### config.mk
export PLATFORM = sky130hd
export DESIGN_NAME = imem_loader
export DESIGN_NICKNAME = d
export VERILOG_FILES = /design/src/rtl/imem_loader_pkg.sv /design/src/rtl/imem_loader_word_packer.sv /design/src/rtl/imem_loader.sv
export SDC_FILE = /design/constraint.sdc
export NUM_CORES = 1
export LEC_CHECK = 0
export CORE_MARGIN = 1
export CORE_UTILIZATION = 35
export CTS_CLUSTER_SIZE = 20
export DETAILED_ROUTE_END_ITERATION = 12
export GPL_TIMING_DRIVEN = 0
export PLACE_DENSITY_LB_ADDON = 0.3
export SKIP_CTS_REPAIR_TIMING = 1
export SYNTH_ARGS = -nofsm -noshare
export SYNTH_HDL_FRONTEND = slang
export SYNTH_SLANG_ARGS = --single-unit
### constraint.sdc
create_clock -name clk -period 3.99 [get_ports clk]
set_clock_uncertainty 0.2 [all_clocks]
set_input_delay 0.399 -clock clk [delete_from_list [all_inputs] [get_ports clk]]
set_output_delay 0.399 -clock clk [all_outputs]
set_load 0.02 [all_outputs]
### src/rtl/imem_loader_pkg.sv
// Shared types and constants for the boot-time instruction-memory loader.
package loader_pkg;

   typedef enum logic [2:0] {
      LEN_HI,
      LEN_LO,
      DATA,
      CHK,
      DONE,
      ERR
   } state_t;

   localparam int HDR_BYTES      = 2;
   localparam int BYTES_PER_WORD = 4;

endpackage

### src/rtl/imem_loader_word_packer.sv
// Big-endian 8->32 assembler: the first byte of a word ends up in bits [31:24].
module word_packer
   import loader_pkg::*;
(
   input  logic        clk,
   input  logic        rst,
   input  logic        byte_en,
   input  logic [7:0]  byte_in,
   output logic [31:0] word,
   output logic        word_valid,
   output logic [1:0]  byte_idx
);

   logic [23:0] sh;

   // word is a separate register so it stays stable while the next word shifts in
   always_ff @(posedge clk or posedge rst) begin
      if (rst) begin
         sh         <= '0;
         byte_idx   <= '0;
         word       <= '0;
         word_valid <= 1'b0;
      end else begin
         word_valid <= 1'b0;
         if (byte_en) begin
            sh       <= {sh[15:0], byte_in};
            byte_idx <= byte_idx + 2'd1;
            if (byte_idx == 2'(BYTES_PER_WORD - 1)) begin
               word       <= {sh, byte_in};
               word_valid <= 1'b1;
            end
         end
      end
   end

endmodule

### src/rtl/imem_loader.sv
// Boot loader: receives a length-prefixed, XOR-checked byte stream, writes words
// to instruction memory and releases the CPU reset once the image is verified.
//
//   state  | meaning
//   LEN_HI | waiting for length high byte
//   LEN_LO | waiting for length low byte; range check
//   DATA   | receiving 4*N data bytes, words written as they complete
//   CHK    | waiting for the XOR checksum byte
//   DONE   | image verified, CPU released (terminal)
//   ERR    | overflow or checksum mismatch, CPU held (terminal)
module imem_loader
   import loader_pkg::*;
#(
   parameter int ADDR_W = 10
) (
   input  logic              clk,
   input  logic              rst,
   input  logic              in_valid,
   input  logic [7:0]        in_data,
   output logic              in_ready,
   output logic              imem_we,
   output logic [ADDR_W-1:0] imem_addr,
   output logic [31:0]       imem_wdata,
   output logic              cpu_rst,
   output logic              busy,
   output logic              done,
   output logic              err
);

   state_t            state, state_nxt;
   logic [7:0]        len_hi;
   logic [ADDR_W:0]   len_words;
   logic [ADDR_W:0]   wcnt;
   logic [7:0]        xor_acc;
   logic [ADDR_W-1:0] addr_q;
   logic [15:0]       n16;
   logic              len_over;
   logic              accept;
   logic              active;
   logic              byte_en;
   logic              last_byte_of_word;
   logic [1:0]        byte_idx;

   assign n16               = {len_hi, in_data};
   assign len_over          = {1'b0, n16} > (17'd1 << ADDR_W);
   assign accept            = in_valid & in_ready;
   assign byte_en           = accept && (state == DATA);
   assign last_byte_of_word = (byte_idx == 2'(BYTES_PER_WORD - 1));

   word_packer u_packer (
      .clk        (clk),
      .rst        (rst),
      .byte_en    (byte_en),
      .byte_in    (in_data),
      .word       (imem_wdata),
      .word_valid (imem_we),
      .byte_idx   (byte_idx)
   );

   always_comb begin
      state_nxt = state;
      active    = 1'b0;
      case (state)
         LEN_HI: begin
            active = 1'b1;
            if (accept) state_nxt = LEN_LO;
         end
         LEN_LO: begin
            active = 1'b1;
            if (accept) begin
               if (n16 == 16'd0)  state_nxt = CHK;
               else if (len_over) state_nxt = ERR;
               else               state_nxt = DATA;
            end
         end
         DATA: begin
            active = 1'b1;
            if (accept && last_byte_of_word && (wcnt == len_words - 1'b1))
               state_nxt = CHK;
         end
         CHK: begin
            active = 1'b1;
            if (accept) state_nxt = (in_data == xor_acc) ? DONE : ERR;
         end
         DONE:    state_nxt = DONE;
         ERR:     state_nxt = ERR;
         default: state_nxt = ERR;
      endcase
   end

   // in_ready is gated by rst so nothing is offered while the loader is held
   assign in_ready  = active & ~rst;
   assign busy      = active;
   assign done      = (state == DONE);
   assign err       = (state == ERR);
   assign cpu_rst   = (state != DONE);
   assign imem_addr = addr_q;

   always_ff @(posedge clk or posedge rst) begin
      if (rst) begin
         state     <= LEN_HI;
         len_hi    <= '0;
         len_words <= '0;
         wcnt      <= '0;
         xor_acc   <= '0;
         addr_q    <= '0;
      end else begin
         state <= state_nxt;
         if (accept) begin
            case (state)
               LEN_HI: len_hi <= in_data;
               LEN_LO: len_words <= n16[ADDR_W:0];
               DATA: begin
                  xor_acc <= xor_acc ^ in_data;
                  if (last_byte_of_word) begin
                     addr_q <= wcnt[ADDR_W-1:0];
                     wcnt   <= wcnt + 1'b1;
                  end
               end
               default: ;
            endcase
         end
      end
   end

endmodule
==> flow_summary.json, run 1 <==
{
  "status": "complete, no violations",
  "ios": 59,
  "crit_type": "reg -> out",
  "maxCapViolations": 0,
  "peakVddDrop_uv": 214,
  "hpwlAfterDp_um": 7320,
  "fin_area_um2": 5890,
  "num_rows": 42,
  "drc_errors": 0,
  "switching_share_pct": 28.8,
  "cts_made_buffers": 9,
  "h-tree-depth": 3,
  "fmax_ghz": 0.377,
  "power.switching_uw": 821,
  "cp_top_family": "buffers and inverters",
  "crit_cells": 4,
  "place_congestion": 0.791,
  "synth_top_family_by_area": "simple AND/OR/NAND/NOR gates",
  "path_cells": "clkbuf_1, or3_1, inv_1, clkdlybuf4s50_1",
  "worst_hold_path_type": "reg -> reg",
  "yosys.area_share.adder_pct": 0.792,
  "yosysTopAreaCellShare_pct": 58.1,
  "wl_per_cell_um": 14.0,
  "initial_core_util_pct": 35.8,
  "die_w_um": 118,
  "p_int_uw": 2030,
  "viasPerCell": 4.70,
  "antenna_found_initial": 0,
  "synth_flop_cell": "dfrtp_1",
  "synth_cell_types": 37,
  "cp_max_fo": 10,
  "syn-num-nets": 499,
  "r2r_end": "u_packer.word[2]$_DFFE_PP0P_",
  "areaGrowthSynthToFinish_pct": 24.2,
  "fin_crit_ns": 2.65,
  "synth_largest_area_cell": "dfrtp_1",
  "syn_avg_cell_area_um2": 9.77,
  "p_comb_share_pct": 16.8,
  "routed_wl_um": 10300,
  "final_layout_size_suffix_gt1_share_pct": 4.82,
  "dr_total_vias": 3456,
  "clockRootBuffer": "clkbuf_16",
  "slowest_stage": "clkdlybuf4s50_1",
  "worst_pin_slew_ns": 0.647,
  "synth-simple-area-share_pct": 23.9,
  "antenna_cells": 0,
  "slew_viol_final": 0,
  "finalHoldViolations": 0,
  "seq_area_frac_synth_pct": 58.1,
  "clock_sinks": 110,
  "synthTopCellsByArea": "dfrtp_1 58%, nand2_1 16%, xnor2_1 5.9%",
  "die_h_um": 118,
  "leakage_uw": 0.00285,
  "grt_max_degree": 67,
  "cpPeakStageDelay_ns": 0.59,
  "p_clk_share_pct": 33.1,
  "synth_edf_count": 0,
  "synthMuxAreaShare_pct": 5.15,
  "rrSetupSlack_ns": 1.48,
  "first_pass_iters": 8,
  "cp.buffers_inverters": 3,
  "clk_pin_slew_ns": 0.07,
  "critPathLaunch": "state[1]$_DFFE_PP0P_",
  "synth_compound_area_share_pct": 2.19,
  "slew_headroom_pct": 56.9,
  "grt_pass1_vias": 3589,
  "yosys_warnings": 0,
  "end_kind": "output pin",
  "pwr-share-seq_pct": 50.0,
  "cp-start-kind": "flop",
  "nets": 569,
  "drt_iter0_markers": 194,
  "syn_area_um2": 4740,
  "cp_data_required_time_ns": 3.39,
  "crit_arrival_ns": 2.06,
  "utilization_pct": 44.5,
  "port_buffers": 58,
  "clock_latency_ns": 0.34,
  "min_period_over_period_pct": 66.5,
  "grt_pass1_wl_um": 18100,
  "reg2reg_depth": 7,
  "rsz0062_at_grt": "false",
  "synth-seq-cells": 110,
  "cts_tree": "built",
  "power_density_nw_per_um2": 484,
  "fp.dieArea_um2": 14000,
  "synthCells": 485,
  "r2r-start": "state[2]$_DFFE_PP0P_",
  "multi_input_area_um2": 1880,
  "coreArea_um2": 13200,
  "fillers": 1290,
  "ys_async_sr_fraction_pct": 100,
  "postRouteAntennaNets": 0,
  "cts_buffer_depth": 2,
  "grt_usage_pct": 16.3,
  "place_area_um2": 5570,
  "regArea_um2": 2750,
  "setup_viol": 0,
  "worstSetupEndpoint": "done",
  "grt-ovfl-total": 0,
  "synth-xor-area-share_pct": 7.58
}
==> cells in the mapped netlist, types with 4 or more instances <==
cell type and number:
nor2_1 10, or3_1 4, nor3_1 5, clkbuf_1 17, dfrtp_1 110, xor2_1 9, inv_1 7, mux2_1 19
nand4_1 7, a21oi_1 5, nand2_1 208, xnor2_1 32, o21ai_0 6, nand3_1 10
==> state kept, by name, summed over array words and instances (netlist names) <==
signal               cells
xor_acc                  8
state                    3
wcnt                    11
len_words               11
len_hi                   8
u_packer.sh             24
u_packer.word           32
u_packer.byte_idx        2
u_packer.word_valid      1
imem_addr               10
==> power by group through the flow <==
| stage | logic (uW) | registers (uW) | clock network, uW |
|---|---|---|---|
| 2_1_floorplan | 375 | 1400 | 0 |
| 3_3_place_gp | 454 | 1440 | 0 |
| 3_5_place_dp | 479 | 1450 | 0 |
| 4_1_cts | 483 | 1420 | 963 |
| 5_1_grt | 543 | 1450 | 1010 |
| 6_report | 480 | 1430 | 943 |
==> how the worst min path moves through the flow <==
| stage | from | to | slack, ns | depth (start not counted) |
|---|---|---|---|---|
| global placement | u_packer.sh[23]$_DFFE_PP0P_ | u_packer.word[31]$_DFFE_PP0P_ | 0.26 | 2 |
| detailed placement | u_packer.sh[23]$_DFFE_PP0P_ | u_packer.word[31]$_DFFE_PP0P_ | 0.26 | 2 |
| finish | u_packer.sh[23]$_DFFE_PP0P_ | u_packer.word[31]$_DFFE_PP0P_ | 0.27 | 2 |
| CTS | u_packer.sh[23]$_DFFE_PP0P_ | u_packer.word[31]$_DFFE_PP0P_ | 0.28 | 2 |
| global route | u_packer.sh[22]$_DFFE_PP0P_ | u_packer.sh[22]$_DFFE_PP0P_ | 0.30 | 2 |
| floorplan | u_packer.sh[16]$_DFFE_PP0P_ | u_packer.word[24]$_DFFE_PP0P_ | 0.24 | 2 |
==> per-stage QoR <==
| stage | setup slack, ns | setup TNS (ns) | instances | total power [uW] | hold slack, ns |
|---|---|---|---|---|---|
| finish | 1.34 | 0 | 736 | 2850 | 0.275 |
| global placement | -1.11 | -121.61 | 719 | 1890 | 0.257 |
| detailed placement | 0.971 | 0 | 720 | 1920 | 0.259 |
| CTS | 1.31 | 0 | 736 | 2870 | 0.276 |
| global route | 1.15 | 0 | 736 | 3010 | 0.299 |
| floorplan | 0.489 | 0 | 485 | 1770 | 0.239 |
==> kinds of logic (layout without fill, tap and decap cells) <==
group	count (synthesis)	after routing
AO/OA/AOI/OAI	18	18
XOR/XNOR	41	41
adder cells (fa/ha/maj)	3	3
buffers and inverters	29	104
flip-flops	110	110
multiplexers	22	22
AND/OR/NAND/NOR	262	262
==> tightest hold or removal path, stage by stage (launching register included) <==
cell	delay [ns]
dfrtp_1	0.34
nand2_1	0.05
nand2_1	0.05
==> routing by layer <==
metal | GRT usage [%] | part of all wire (%) | vias to the layer above
met5 | 0 | 0 | -
met3 | 2.32 | 2.8 | 14
met4 | 6.89 | 1.7 | 0
met2 | 26.3 | 48 | 67
li1 | - | - | 1697
met1 | 22.0 | 48 | 1678
==> cell usage in the layout, fill, tap and decap left out, drive strengths merged <==
cell,synthesis,routed
a211oi,1,1
a21oi,5,5
a221oi,1,1
a31oi,3,3
buf,2,3
bufinv,0,1
clkbuf,17,28
clkdlybuf4s50,0,58
clkinv,0,1
clkinvlp,0,1
dfrtp,110,110
ha,3,3
inv,10,12
mux2,19,19
mux2i,3,3
nand2,208,208
nand2b,1,1
nand3,10,10
nand3b,1,1
nand4,7,7
nor2,10,10
nor2b,3,3
nor3,6,6
nor3b,1,1
nor4,5,5
nor4b,3,3
o21ai,7,7
o41ai,1,1
or2,1,1
or3,4,4
or4,2,2
xnor2,32,32
xor2,9,9
==> area by class of cell <==
cell class	count	share of cell area, %
sequential	110	46.8
buffer	19	1.23
tap	176	3.74
clock inverter	5	1.11
multi-input combinational	346	31.9
inverter	10	0.680
clock buffer	11	4.29
timing repair buffer	59	10.3
Power figures use the tool's default switching activity.
==> run 2: changes to the inputs <==
clock period = 2.52 ns   (was 3.99 ns; I/O delays follow)
==> run 2 against run 1 <==
The run now ends with DRC left. Die area unchanged. Clock power is 65% higher. Combinational power is 57% higher. Wire length decreased by 1.6%. Setup slack worse by 1.2 ns. Hold slack worse by 0.049 ns. Final cell count grew 0.27%. Non-clock buffer count is 2 higher. Sequential share of layout area shrank 0.53 points. Critical path depth is 1 lower. Sequential power increased by 58%.
==> flow_summary.json, run 2 (synthesized netlist as in run 1, its figures left out) <==
{
  "status": "finished with violations",
  "violations": "DRC",
  "ios": 59,
  "regArea_um2": 2750,
  "cts_buffer_depth": 2,
  "critPathLaunch": "state[1]$_DFFE_PP0P_",
  "die_w_um": 118,
  "rrSetupSlack_ns": 0.18,
  "antenna_cells": 0,
  "nets": 571,
  "clk_pin_slew_ns": 0.07,
  "hpwlAfterDp_um": 7370,
  "fin_crit_ns": 2.37,
  "finalHoldViolations": 0,
  "grt_usage_pct": 15.8,
  "pre_cts_slack_ns": -0.502,
  "top_regs": "u_packer.word: 32 flops, u_packer.sh: 24 flops",
  "final_common_cell": "nand2_1",
  "first_pass_iters": 9,
  "crit_arrival_ns": 1.92,
  "worst_hold_path_type": "in -> async",
  "cp_max_fo": 10,
  "multi_input_area_um2": 1880,
  "regMostFlops": "u_packer.word",
  "crit_cells": 3,
  "rsz0062_at_grt": "false",
  "grt_max_degree": 35,
  "drt_iter0_markers": 177,
  "crit_type": "reg -> out",
  "r2r-start": "len_words[0]$_DFFE_PP0P_",
  "utilization_pct": 45.0,
  "worst_pin_slew_ns": 0.623,
  "initial_core_util_pct": 35.8,
  "coreArea_um2": 13200,
  "largest_reg_flops": 32,
  "dr_total_vias": 3462,
  "clockRootBuffer": "clkbuf_16",
  "cts_made_buffers": 9,
  "grt-ovfl-total": 0,
  "min_period_over_period_pct": 94.0,
  "maxCapViolations": 0,
  "clock_sinks": 110,
  "port_buffers": 58,
  "end_kind": "output pin",
  "cp.buffers_inverters": 2,
  "grt_pass1_wl_um": 17400,
  "fillers": 1286,
  "slew_headroom_pct": 58.2,
  "slowest_stage": "clkdlybuf4s50_1",
  "cp-start-kind": "flop",
  "routed_wl_um": 10100,
  "wl_per_cell_um": 13.7,
  "cpPeakStageDelay_ns": 0.55,
  "slew_viol_final": 0,
  "drc_errors": 1,
  "postRouteAntennaNets": 0,
  "setup_viol": 0,
  "power_density_nw_per_um2": 767,
  "peakVddDrop_uv": 402,
  "die_h_um": 118,
  "path_cells": "clkbuf_2, or3_1, clkdlybuf4s50_1",
  "num_rows": 42,
  "final_cell_mix": "208 x nand2_1, 110 x dfrtp_1, 57 x clkdlybuf4s50_1, 32 x xnor2_1, 19 x mux2_1",
  "viasPerCell": 4.69,
  "clock_latency_ns": 0.35,
  "cp_top_family": "buffers and inverters",
  "cts_tree": "built",
  "fmax_ghz": 0.422,
  "antenna_found_initial": 0,
  "grt_pass1_vias": 3456,
  "areaGrowthSynthToFinish_pct": 25.7,
  "h-tree-depth": 3,
  "final_layout_size_suffix_gt1_share_pct": 6.05,
  "postLayoutSetupSlackWorst_ns": 0.150,
  "reg2reg_depth": 8,
  "fp.dieArea_um2": 14000,
  "place_congestion": 0.779,
  "cp_data_required_time_ns": 2.07,
  "leakage_uw": 0.00290
}
run 2: worst register-to-register path: cells and delay by family (launching register included):
kind | cells | cell delay, ns
buffers and inverters | 2 | 0.38
AOI/OAI and AO/OA | 2 | 0.25
and+or+nand+nor | 3 | 0.81
DFF | 1 | 0.47
adders and majority gates | 1 | 0.14
run 2: where the power goes:
| group | switching (uW) | leakage (uW) | total (uW) | internal (uW) |
|---|---|---|---|---|
| registers | 272 | 0.00149 | 2260 | 1980 |
| logic | 361 | 0.00125 | 755 | 394 |
| clock network | 672 | 0.000159 | 1560 | 885 |
| total | 1300 | 0.00290 | 4570 | 3260 |
run 2: path summary, 6_finish.rpt:
check                                                endpoint
worst max-delay path                                  cpu_rst
min in group clk                u_packer.word[29]$_DFFE_PP0P_
worst min-delay path                     state[1]$_DFFE_PP0P_
worst min register to register  u_packer.word[29]$_DFFE_PP0P_
worst max register to register           state[0]$_DFFE_PP0P_
max in group asynchronous         u_packer.sh[14]$_DFFE_PP0P_
run 2: cell type report:
class / instances / area share [%]
Inverter: 10 / 0.693
Sequential cell: 110 / 46.2
Clock inverter: 7 / 1.79
Multi-Input combinational cell: 346 / 31.6
Timing Repair Buffer: 61 / 10.9
Buffer: 19 / 1.30
Clock buffer: 9 / 3.78
Tap cell: 176 / 3.70
run 2: metal layers:
layer  vias to the layer above  track usage [%]  wire length [um]
li1                       1704                -                 -
met5                         -                0                 0
met1                      1700             21.2              4850
met4                         0             7.21               152
met2                        49             25.7              4910
met3                         9             2.03               211
run 2: through the flow:
step	cell area (um2)	setup TNS [ns]	hold slack, ns	total power, uW	std cells
floorplan	4740	0	0.157	2810	485
global placement	5540	-51.06	0.253	3000	719
detailed placement	5610	-15.83	0.261	3050	722
CTS	5940	-1.24	0.215	4610	738
global route	5950	0	0.275	4810	738
finish	5950	0	0.226	4570	738
==> run 3: changes to the inputs <==
CORE_MARGIN = default   (was 1)
MAX_ROUTING_LAYER = met4   (was default)
clock period = 2.5 ns   (was 2.52 ns; I/O delays follow)
==> run 3 against run 2 <==
The run still ends with DRC left. Setup slack got worse by 0.016 ns. Utilization stayed put. Critical path depth stayed put. Non-clock buffer count unchanged. Clock-buffer cell count unchanged. Wire length down 0.32%. Critical path type unchanged. Largest power group unchanged. Combinational power rose by 0.5%. Largest cell class unchanged. First-iteration DRC count is 3.4% lower. Die area unchanged.
==> flow_summary.json, run 3 (synthesized netlist as in run 1, its figures left out) <==
{
  "status": "finished with violations",
  "violations": "DRC",
  "cts_tree": "built",
  "fin_area_um2": 5950,
  "slew_viol_final": 0,
  "port_buffers": 58,
  "largest_reg_flops": 32,
  "drc_errors": 1,
  "fin_crit_ns": 2.37,
  "slowest_stage": "clkdlybuf4s50_1",
  "num_rows": 42,
  "wl_per_cell_um": 13.7,
  "crit_type": "reg -> out",
  "cts_made_buffers": 9,
  "routed_wl_um": 10100,
  "slew_headroom_pct": 58.1,
  "rsz0062_at_grt": "false",
  "hold-worst-slack_ns": 0.224,
  "grt_max_degree": 35,
  "final_layout_size_suffix_gt1_share_pct": 6.05,
  "clock_latency_ns": 0.35,
  "cts_buffer_depth": 2,
  "first_pass_iters": 8,
  "leakage_uw": 0.00290,
  "multi_input_area_um2": 1880,
  "antenna_found_initial": 0,
  "viasPerCell": 4.69,
  "maxCapViolations": 0,
  "areaGrowthSynthToFinish_pct": 25.7,
  "regArea_um2": 2750,
  "setup_viol": 0,
  "top_regs": "u_packer.word: 32 flops, u_packer.sh: 24 flops",
  "min_period_over_period_pct": 94.6,
  "fmax_ghz": 0.423,
  "worst_hold_path_type": "in -> async",
  "grt-ovfl-total": 0,
  "drt_iter0_markers": 171,
  "cp_data_required_time_ns": 2.05,
  "r2r-start": "len_words[0]$_DFFE_PP0P_",
  "die_w_um": 118,
  "die_h_um": 118,
  "ios": 59,
  "rrSetupSlack_ns": 0.15,
  "cp_max_fo": 10,
  "utilization_pct": 45.0,
  "r2r_end": "state[0]$_DFFE_PP0P_",
  "peakVddDrop_uv": 407,
  "initial_core_util_pct": 35.8,
  "nets": 571,
  "clockRootBuffer": "clkbuf_16",
  "design_power_total_uw": 4600,
  "final_cell_mix": "208 x nand2_1, 110 x dfrtp_1, 57 x clkdlybuf4s50_1, 32 x xnor2_1, 19 x mux2_1",
  "h-tree-depth": 3,
  "coreArea_um2": 13200,
  "grt_pass1_wl_um": 17400,
  "final_common_cell": "nand2_1",
  "finalHoldViolations": 0,
  "hpwlAfterDp_um": 7370,
  "dr_total_vias": 3459,
  "fp.dieArea_um2": 14000,
  "postRouteAntennaNets": 0,
  "crit_arrival_ns": 1.92,
  "grt_pass1_vias": 3452,
  "antenna_cells": 0,
  "regMostFlops": "u_packer.word",
  "clock_sinks": 110,
  "grt_usage_pct": 16.3,
  "worst_pin_slew_ns": 0.625,
  "reg2reg_depth": 8,
  "power_density_nw_per_um2": 773,
  "clk_pin_slew_ns": 0.07,
  "place_congestion": 0.790,
  "cp-start-kind": "flop",
  "fillers": 1286,
  "end_kind": "output pin",
  "place_area_um2": 5610,
  "cpPeakStageDelay_ns": 0.55,
  "path_cells": "clkbuf_2, or3_1, clkdlybuf4s50_1"
}
## run 3: cell counts in the layout (fill, tap and decap cells not counted)
Identical to the previous run, type by type.
## run 3: stage by stage
| step | setup slack [ns] | setup TNS, ns | instances |
|---|---|---|---|
| after floorplan | 0.384 | 0 | 485 |
| after global placement | -0.447 | -54.44 | 719 |
| after detailed placement | -0.520 | -17.25 | 722 |
| after CTS | -0.199 | -1.66 | 738 |
| after global routing | 0.0000813 | 0 | 738 |
| final | 0.134 | 0 | 738 |
## run 3: worst max path at each step
stage | end | slack, ns | start | depth (start not counted)
6_report | cpu_rst | 0.13 | state[1]$_DFFE_PP0P_ | 3
5_1_grt | state[0]$_DFFE_PP0P_ | 0.00008 | len_words[0]$_DFFE_PP0P_ | 8
4_1_cts | u_packer.word[2]$_DFFE_PP0P_ | -0.20 | state[2]$_DFFE_PP0P_ | 7
3_5_place_dp | u_packer.word[2]$_DFFE_PP0P_ | -0.52 | rst | 8
3_3_place_gp | u_packer.word[2]$_DFFE_PP0P_ | -0.45 | rst | 8
2_1_floorplan | state[0]$_DFFE_PP0P_ | 0.38 | len_words[0]$_DFFE_PP0P_ | 8
## run 3: area by class of cell
| class | instances | share of cell area [%] |
|---|---|---|
| plain buffers | 19 | 1.30 |
| clock buffers | 9 | 3.78 |
| clock inverters | 7 | 1.79 |
| inverters | 10 | 0.693 |
| multi-input cells | 346 | 31.6 |
| flip-flops and latches | 110 | 46.2 |
| well taps | 176 | 3.70 |
| repair buffers | 61 | 10.9 |
## run 3: worst max-delay path, delay by kind of cell (launching register included)
| kind | cells | cell delay, ns |
|---|---|---|
| buffers and inverters | 2 | 0.75 |
| and+or+nand+nor | 1 | 0.42 |
| DFF | 1 | 0.40 |
## run 3: layer usage
metal  vias to the layer above  GRT usage (%)  part of all wire [%]  wire length [um]
met5                         -              -                     0                 0
met4                         0           7.21                   1.8               184
met3                        11           2.03                   2.0               201
met2                        46           25.7                    48              4850
met1                      1694           21.1                    48              4850
li1                       1708              -                     -                 -
## run 3: power by group
part / total, uW / internal [uW] / leakage, uW / switching, uW
combinational: 759 / 397 / 0.00125 / 363
clock: 1570 / 892 / 0.000159 / 679
sequential: 2270 / 2000 / 0.00149 / 274
